<file path="src/rtl/pulse_counter_mc_pkg.sv">
// Shared definitions for the multi-channel filtered pulse counter.
// Holds the per-channel counting mode encoding and parameter range limits.
package pulse_counter_mc_pkg;

    typedef enum logic {
        MODE_WRAP = 1'b0,
        MODE_SAT  = 1'b1
    } cnt_mode_e;

    localparam int unsigned CH_NUM_MIN    = 1;
    localparam int unsigned CH_NUM_MAX    = 16;
    localparam int unsigned CNT_WIDTH_MIN = 2;
    localparam int unsigned CNT_WIDTH_MAX = 32;
    localparam int unsigned FILT_LEN_MIN  = 1;
    localparam int unsigned FILT_LEN_MAX  = 255;

    // True when a parameter set lies inside the supported ranges.
    function automatic bit params_ok(input int unsigned ch_num,
                                     input int unsigned cnt_width,
                                     input int unsigned filt_len);
        return (ch_num >= CH_NUM_MIN) && (ch_num <= CH_NUM_MAX) &&
               (cnt_width >= CNT_WIDTH_MIN) && (cnt_width <= CNT_WIDTH_MAX) &&
               (filt_len >= FILT_LEN_MIN) && (filt_len <= FILT_LEN_MAX);
    endfunction

endpackage

</file>
<file path="src/rtl/pulse_counter_mc_filter.sv">
// One channel front end: 2-FF synchroniser, high-level duration filter, one-shot event.
// o_evt pulses once per high level that lasts at least FILT_LEN synchronised cycles.
module pulse_filter #(
    parameter int unsigned FILT_LEN = 16
) (
    input  logic i_clk,
    input  logic i_rst,
    input  logic i_in,
    output logic o_evt
);

    localparam int unsigned FW = $clog2(FILT_LEN + 1);
    localparam logic [FW-1:0] FILT_MAX = FW'(FILT_LEN);
    localparam logic [FW-1:0] FILT_PRE = FW'(FILT_LEN - 1);

    logic          sync1;
    logic          sync2;
    logic [FW-1:0] filt;

    // Filter saturates at FILT_MAX, so the FILT_PRE match fires only once per level.
    always_ff @(posedge i_clk or posedge i_rst) begin
        if (i_rst) begin
            sync1 <= 1'b0;
            sync2 <= 1'b0;
            filt  <= '0;
            o_evt <= 1'b0;
        end else begin
            sync1 <= i_in;
            sync2 <= sync1;
            if (!sync2) begin
                filt <= '0;
            end else if (filt != FILT_MAX) begin
                filt <= filt + FW'(1);
            end
            o_evt <= sync2 && (filt == FILT_PRE);
        end
    end

endmodule

</file>
<file path="src/rtl/pulse_counter_mc.sv">
// Multi-channel filtered pulse counter with per-channel wrap/saturate mode,
// sticky overflow flags and a global snapshot register bank.
module pulse_counter_mc
    import pulse_counter_mc_pkg::*;
#(
    parameter int unsigned       CH_NUM    = 4,
    parameter int unsigned       CNT_WIDTH = 8,
    parameter int unsigned       FILT_LEN  = 16,
    parameter logic [CH_NUM-1:0] SAT_MODE  = '0
) (
    input  logic                        i_clk,
    input  logic                        i_rst,
    input  logic [CH_NUM-1:0]           i_cnt_in,
    input  logic [CH_NUM-1:0]           i_cnt_en,
    input  logic [CH_NUM-1:0]           i_cnt_clr,
    input  logic                        i_snap,
    output logic [CH_NUM*CNT_WIDTH-1:0] o_cnt,
    output logic [CH_NUM*CNT_WIDTH-1:0] o_snap,
    output logic                        o_snap_vld,
    output logic [CH_NUM-1:0]           o_ovf
);

    localparam int unsigned CW = CNT_WIDTH + 1;

    if (!params_ok(CH_NUM, CNT_WIDTH, FILT_LEN)) begin : g_param_err
        $error("pulse_counter_mc: CH_NUM, CNT_WIDTH or FILT_LEN out of range");
    end

    logic [CH_NUM-1:0]                evt;
    logic [CH_NUM-1:0][CNT_WIDTH-1:0] cnt_q;
    logic [CH_NUM-1:0][CNT_WIDTH-1:0] cnt_inc;
    logic [CH_NUM-1:0][CNT_WIDTH-1:0] snap_q;
    logic [CH_NUM-1:0]                carry;
    logic [CH_NUM-1:0]                ovf_q;
    logic                             snap_vld_q;

    for (genvar n = 0; n < CH_NUM; n++) begin : g_ch
        pulse_filter #(
            .FILT_LEN (FILT_LEN)
        ) u_filter (
            .i_clk (i_clk),
            .i_rst (i_rst),
            .i_in  (i_cnt_in[n]),
            .o_evt (evt[n])
        );
    end

    // Incremented value per channel; the carry-out flags the all-ones rollover.
    always_comb begin
        cnt_inc = '0;
        carry   = '0;
        for (int n = 0; n < CH_NUM; n++) begin
            {carry[n], cnt_inc[n]} = {1'b0, cnt_q[n]} + CW'(1);
        end
    end

    // Per-channel counters; clear beats a same-cycle event.
    always_ff @(posedge i_clk or posedge i_rst) begin
        if (i_rst) begin
            cnt_q <= '0;
            ovf_q <= '0;
        end else begin
            for (int n = 0; n < CH_NUM; n++) begin
                if (i_cnt_clr[n]) begin
                    cnt_q[n] <= '0;
                    ovf_q[n] <= 1'b0;
                end else if (evt[n] && i_cnt_en[n]) begin
                    if (carry[n]) begin
                        ovf_q[n] <= 1'b1;
                    end
                    if (carry[n] && (cnt_mode_e'(SAT_MODE[n]) == MODE_SAT)) begin
                        cnt_q[n] <= cnt_q[n];
                    end else begin
                        cnt_q[n] <= cnt_inc[n];
                    end
                end
            end
        end
    end

    // Snapshot captures pre-update counter values for all channels at once.
    always_ff @(posedge i_clk or posedge i_rst) begin
        if (i_rst) begin
            snap_q     <= '0;
            snap_vld_q <= 1'b0;
        end else begin
            if (i_snap) begin
                snap_q <= cnt_q;
            end
            snap_vld_q <= i_snap;
        end
    end

    assign o_cnt      = cnt_q;
    assign o_snap     = snap_q;
    assign o_snap_vld = snap_vld_q;
    assign o_ovf      = ovf_q;

endmodule
</file>
<file path="config.mk">
export PLATFORM = sky130hd
export DESIGN_NAME = pulse_counter_mc
export DESIGN_NICKNAME = d
export VERILOG_FILES = /design/src/rtl/pulse_counter_mc_pkg.sv /design/src/rtl/pulse_counter_mc_filter.sv /design/src/rtl/pulse_counter_mc.sv
export SDC_FILE = /design/constraint.sdc
export NUM_CORES = 1
export LEC_CHECK = 0
export CAP_MARGIN = 20
export CELL_PAD_IN_SITES_DETAIL_PLACEMENT = 1
export CELL_PAD_IN_SITES_GLOBAL_PLACEMENT = 2
export CORE_ASPECT_RATIO = 1.4
export CORE_MARGIN = 4
export CORE_UTILIZATION = 37
export DETAILED_ROUTE_END_ITERATION = 16
export PLACE_DENSITY = 0.85
export SLEW_MARGIN = 20
export SYNTH_ARGS = -nofsm -noshare
export SYNTH_HDL_FRONTEND = slang
export SYNTH_HIERARCHICAL = 1
export SYNTH_SLANG_ARGS = --single-unit
</file>
<file path="constraint.sdc">
create_clock -name i_clk -period 5.01 [get_ports i_clk]
set_input_delay 1.002 -clock i_clk [delete_from_list [all_inputs] [get_ports i_clk]]
set_output_delay 1.002 -clock i_clk [all_outputs]
set_load 0.05 [all_outputs]
</file>
### After elaboration in Yosys (flattened, before gate mapping)

Index checks and enable logic that the tools add are counted.

* reduce and logical (&&, ||, !) cells: 20
* mux-type cells: 28
* $add $sub $neg: 8
* equality and inequality tests: 12

Operators with widths (number)
* 8-bit 2-to-1 mux: 8
* 5-bit 2-to-1 mux: 8
* 8-bit by 1-bit adder with 9-bit output (second input constant): 4
* 5-bit by 1-bit adder with 5-bit output (second input constant): 4
* 5-bit by 4-bit == test with 1-bit output (second input constant): 4
* 5-bit != test (second input constant): 4
* 2-bit nonzero test: 8
* 1-bit 2-to-1 mux: 12
* 1-bit logical AND: 8
* 2-bit != test (second input constant): 4
* 2-bit AND reduction: 4

* output and inout port bits: 69
* logic and storage cells: 97
* bits of input ports: 15
* register bits: 101

### Longest topological paths before layout

* depth in word-level cells: 4
* mapped depth: 5
* mapped depth without buffers: 4

### Modules after synthesis

The synthesis kept the hierarchy.

Modules (own cells, without submodules)
* pulse_counter_mc: area an instance 3016.6 µm², instances 1, sequential area each 1726.7 µm², cells each 254
* pulse_filter: area an instance 379.1 µm², instances 4, sequential area each 200.2 µm², cells each 32

### Worst setup path after synthesis

Ideal clock, no wire load.

* path kind: input to register
* start point: input i_cnt_clr[1]
* end point: register cnt_q, in the netlist o_cnt[13]
* setup time: 0.077 ns
* slack: 3.045 ns
* data arrival time: 1.888 ns
* path buffers: 2
* stages: 5
* cells stage by stage: buf_6 a21oi_2 buf_6 or4_1 a21oi_1

* longest elaborated chain between the ends: 1

Ends and longest elaborated chain
* start: declaration: line pulse_counter_mc.sv:15 `input logic [CH_NUM-1:0] i_cnt_clr,`
* 8-bit 2-to-1 mux / 2-bit nonzero test (equally long branches)
* end signal: indexed assignment: line pulse_counter_mc.sv:72 `cnt_q[n] <= cnt_q[n];`
* end signal: indexed assignment: line pulse_counter_mc.sv:74 `cnt_q[n] <= cnt_inc[n];`
* end: declaration: line pulse_counter_mc.sv:30 `logic [CH_NUM-1:0][CNT_WIDTH-1:0] cnt_q;`

Parallel ways exist; a longest one is shown, timed or not.
A chain may end at the register's enable or synchronous reset.

### Worst setup path in the final report

* start point: register cnt_q, in the netlist o_cnt[19]
* end point: output o_cnt[19]

RTL lines
* end: declaration: line pulse_counter_mc.sv:17 `output logic [CH_NUM*CNT_WIDTH-1:0] o_cnt,`

No word-level cell between the ends.

==> parameters.txt <==
Parameter                              Value

Timing
  Sum of negative setup slack ... 0 ns
  Worst-case clock skew ... 0.00539 ns
  Max-slew headroom at the worst pin ... 0.370
  Peak clock frequency supported by timing ... 368 MHz
  Final worst-path cycle share ... 0.543
  Pin slew with the least headroom to its limit ... 0.943 ns
  Minimum clock period ... 2.72 ns
  Final hold viol count ... 0
  Unrepaired setup endpoints after global routing ... no
  Pins over their slew limit ... 0
  Setup violators final ... 0

Outcome
  Status ... completed

Setup path
  Maximum fanout count along the critical path ... 10
  Critical path's slowest cell ... clkdlybuf4s50_1
  Buffering stage count on the worst path with inverters included ... 1
  Worst EP required ... 4.01 ns
  Kind of critical path ... flop to output pin
  Critical Path, Cell by Cell ... clkdlybuf4s50_1
  Stage delay of the slowest cell on the critical path ... 0.88 ns
  Critical Path Start Type ... flop
  Crit path max-delay family ... buffers and inverters
  Nature of the critical path endpoint ... output pin
  Arrival time worst endpoint ... 1.72 ns

GRT
  Total global routing overflow ... 0
  Antenna violations before repair ... 0
  Largest net degree at the start of global routing ... 45
  Global-route usage over all layers ... 0.153
  Via count of the first global-routing pass ... 3556
  Global-route wire length before repair ... 17400 microns

CTS
  Clock transition at path regs ... 0.06 ns
  Buffer depth of the longest clock path ... 2
  CTS tree ... done
  Maximum level of the CTS H-tree ... 3
  Insertion delay to the later sink of the worst-skew pair ... 0.34 ns
  Number of hold buffers added after CTS ... 0
  Total of cells resized after clock tree synthesis ... 0
  Clock sink count ... 101
  Number of setup buffers added after CTS ... 0
  Num CTS Buffers ... 9
  CTS root buffer ... clkbuf_16

Route
  Post-detailed-route count of antenna-violating nets ... 0
  Vias/cell ... 5.31
  Total iterations of the first detailed-routing run ... 6
  Count of vias placed by the detailed router ... 3271
  Final routed wirelength across all metal layers ... 10200 microns
  Starting DRT DRC Count ... 135
  Routed length per instance ... 16.6 microns
  DRC viols ... 0

Yosys
  Post-Synth Simple-Gate Area ... 0.165
  Netlist area before placement ... 4530 sq um
  Yosys reg bits ... 101
  Average footprint of a synthesized cell ... 11.9 sq um
  Library cell with the largest summed area after synthesis ... dfrtp_1
  Most instantiated library cell after synthesis ... dfrtp_1
  Number of enable flip-flop cells after synthesis ... 0
  Share of the synthesized area in the top cell type ... 0.558
  Multiplexer share of the synthesized area ... 0.113
  Largest family of logic cells by synthesized area ... simple AND/OR/NAND/NOR gates
  Part of the Yosys area used for sequential elements ... 0.558
  Most frequent cells after synthesis ... dfrtp_1, mux2_2, nand2_1
  Primary FF master, synth ... dfrtp_1
  Synthesis warning total ... 6
  Yosys cell types ... 34
  Synthesized net count ... 413
  XOR/XNOR share of the synthesized area ... 0.0232
  Adder-cell share of the synthesized area ... 0.0442
  Number of cells produced by synthesis ... 382
  Synth area leaders ... dfrtp_1, mux2_2, ha_1
  Compound-gate portion of the synthesized area ... 0.0638
  Ys async rst share ... 1.00

Power and ir drop
  Leakage power ... 2.58 nW
  Maximum vdd drop ... 0.160 mV
  Power density over the cells ... 273 nW/um^2

Floorplan
  Initial core utilization ... 0.380
  Die ar. ... 14100 sq um
  Core box area ... 11900 sq um
  Number of top-level pins ... 84
  Vertical die dimension ... 139 microns
  Number of rows in the core area ... 47
  Width of the die ... 102 microns

Final layout
  Area added between synthesis and finish ... 27.3%
  Nets ... 496
  Final Core Density ... 0.483
  Area of all placed cells without fillers ... 5770 sq um
  ANT cells ... 0
  Layout cells sized above 1 ... 0.136

Placed design
  Placed instance area ... 5480 sq um
  Quantity of I/O buffers inserted on ports ... 83
  Detail Placement HPWL ... 7570 microns
  RePlAce Congestion ... 0.717

Worst hold path
  Worst min path class ... flop to flop

Run
  Max-capacitance violation count ... 0
## kinds of logic (layout without fill, tap and decap cells)
| family | Yosys count | count (layout) |
|---|---|---|
| multiplexers | 47 | 47 |
| buffers and inverters | 34 | 121 |
| flip-flops | 101 | 101 |
| AO/OA/AOI/OAI | 47 | 47 |
| AND/OR/NAND/NOR | 125 | 125 |
| adder cells (fa/ha/maj) | 16 | 16 |
| XOR/XNOR | 12 | 12 |
## report_power, final
group	internal (W)	leakage, nW	switching [W]
clock network	0.000374	0.137	0.000285
logic	0.0000298	1.06	0.0000452
registers	0.000827	1.38	0.0000137
## stage by stage
step                      cells  total power (W)  hold WS, ns  setup slack, ns
after floorplan             382         0.000903        0.331             2.27
after global placement      601         0.000928        0.334             2.40
after detailed placement    601         0.000934        0.339             2.31
after CTS                   616          0.00160        0.356             2.25
after global routing        616          0.00165        0.366             2.22
final                       616          0.00157        0.355             2.29
## cell usage in the layout (no fill, tap or decap), types with 3 or more instances in the layout
master	netlist	routed
xnor2_1	3	3
nand4_1	10	10
nand2_1	29	29
and4_1	6	6
nor2b_1	3	3
nand3_1	14	14
and3_2	4	4
mux2i_1	12	12
or4_1	10	10
and4bb_4	4	4
ha_1	16	16
nand2b_1	11	11
a21oi_1	22	22
and2_1	4	4
mux2_2	33	33
or3_1	3	3
clkdlybuf4s50_1	0	82
nand4bb_1	4	4
a21boi_1	4	4
xor2_1	9	9
o31ai_1	10	10
o21ai_0	4	4
clkbuf_16	0	9
inv_1	22	21
clkbuf_8	0	3
dfrtp_1	101	101
and3_1	4	4
a31o_2	3	3
nor2_1	17	17
a31oi_1	3	3
## layout make-up
type                            instances  area (sq um)
Sequential cell                       101          2530
Inverter                               22          82.6
Timing Repair Buffer                   84           833
Tap cell                              147           184
Clock inverter                          3          20.0
Fill cell                            1264          6170
Multi-Input combinational cell        247          1860
Clock buffer                           12           267
## layer usage
layer / global-route usage / up-vias / share of wire
met1: 0.182 / 1668 / 0.42
met5: 0 / - / 0
met3: 0.0252 / 13 / 0.041
met2: 0.270 / 66 / 0.52
li1: - / 1524 / -
met4: 0.0630 / 0 / 0.021
## final timing paths
kind	startpoint	endpoint	slack (ns)	cells past startpoint
min	g_ch[3].u_filter/sync1$_DFF_PP0_	g_ch[3].u_filter/sync2$_DFF_PP0_	0.35	0
max	o_cnt[19]$_DFFE_PP0P_	o_cnt[19]	2.29	1
max in group asynchronous	i_rst	o_snap[15]$_DFFE_PP0P_	2.79	3
min reg2reg	g_ch[3].u_filter/sync1$_DFF_PP0_	g_ch[3].u_filter/sync2$_DFF_PP0_	0.35	0
max reg2reg	o_cnt[8]$_DFFE_PP0P_	o_ovf[1]$_DFFE_PP0P_	3.50	4
min in group asynchronous	i_rst	g_ch[1].u_filter/filt[2]$_DFFE_PP0P_	1.06	2
## sequential cells by signal, indices dropped and copies added (netlist names)
| name | count |
|---|---|
| o_ovf | 4 |
| g_ch.u_filter/sync1 | 4 |
| o_snap | 32 |
| g_ch.u_filter/filt | 20 |
| o_cnt | 32 |
| o_snap_vld | 1 |
| g_ch.u_filter/o_evt | 4 |
| g_ch.u_filter/sync2 | 4 |
No activity file was read; power rests on OpenSTA's default activity.
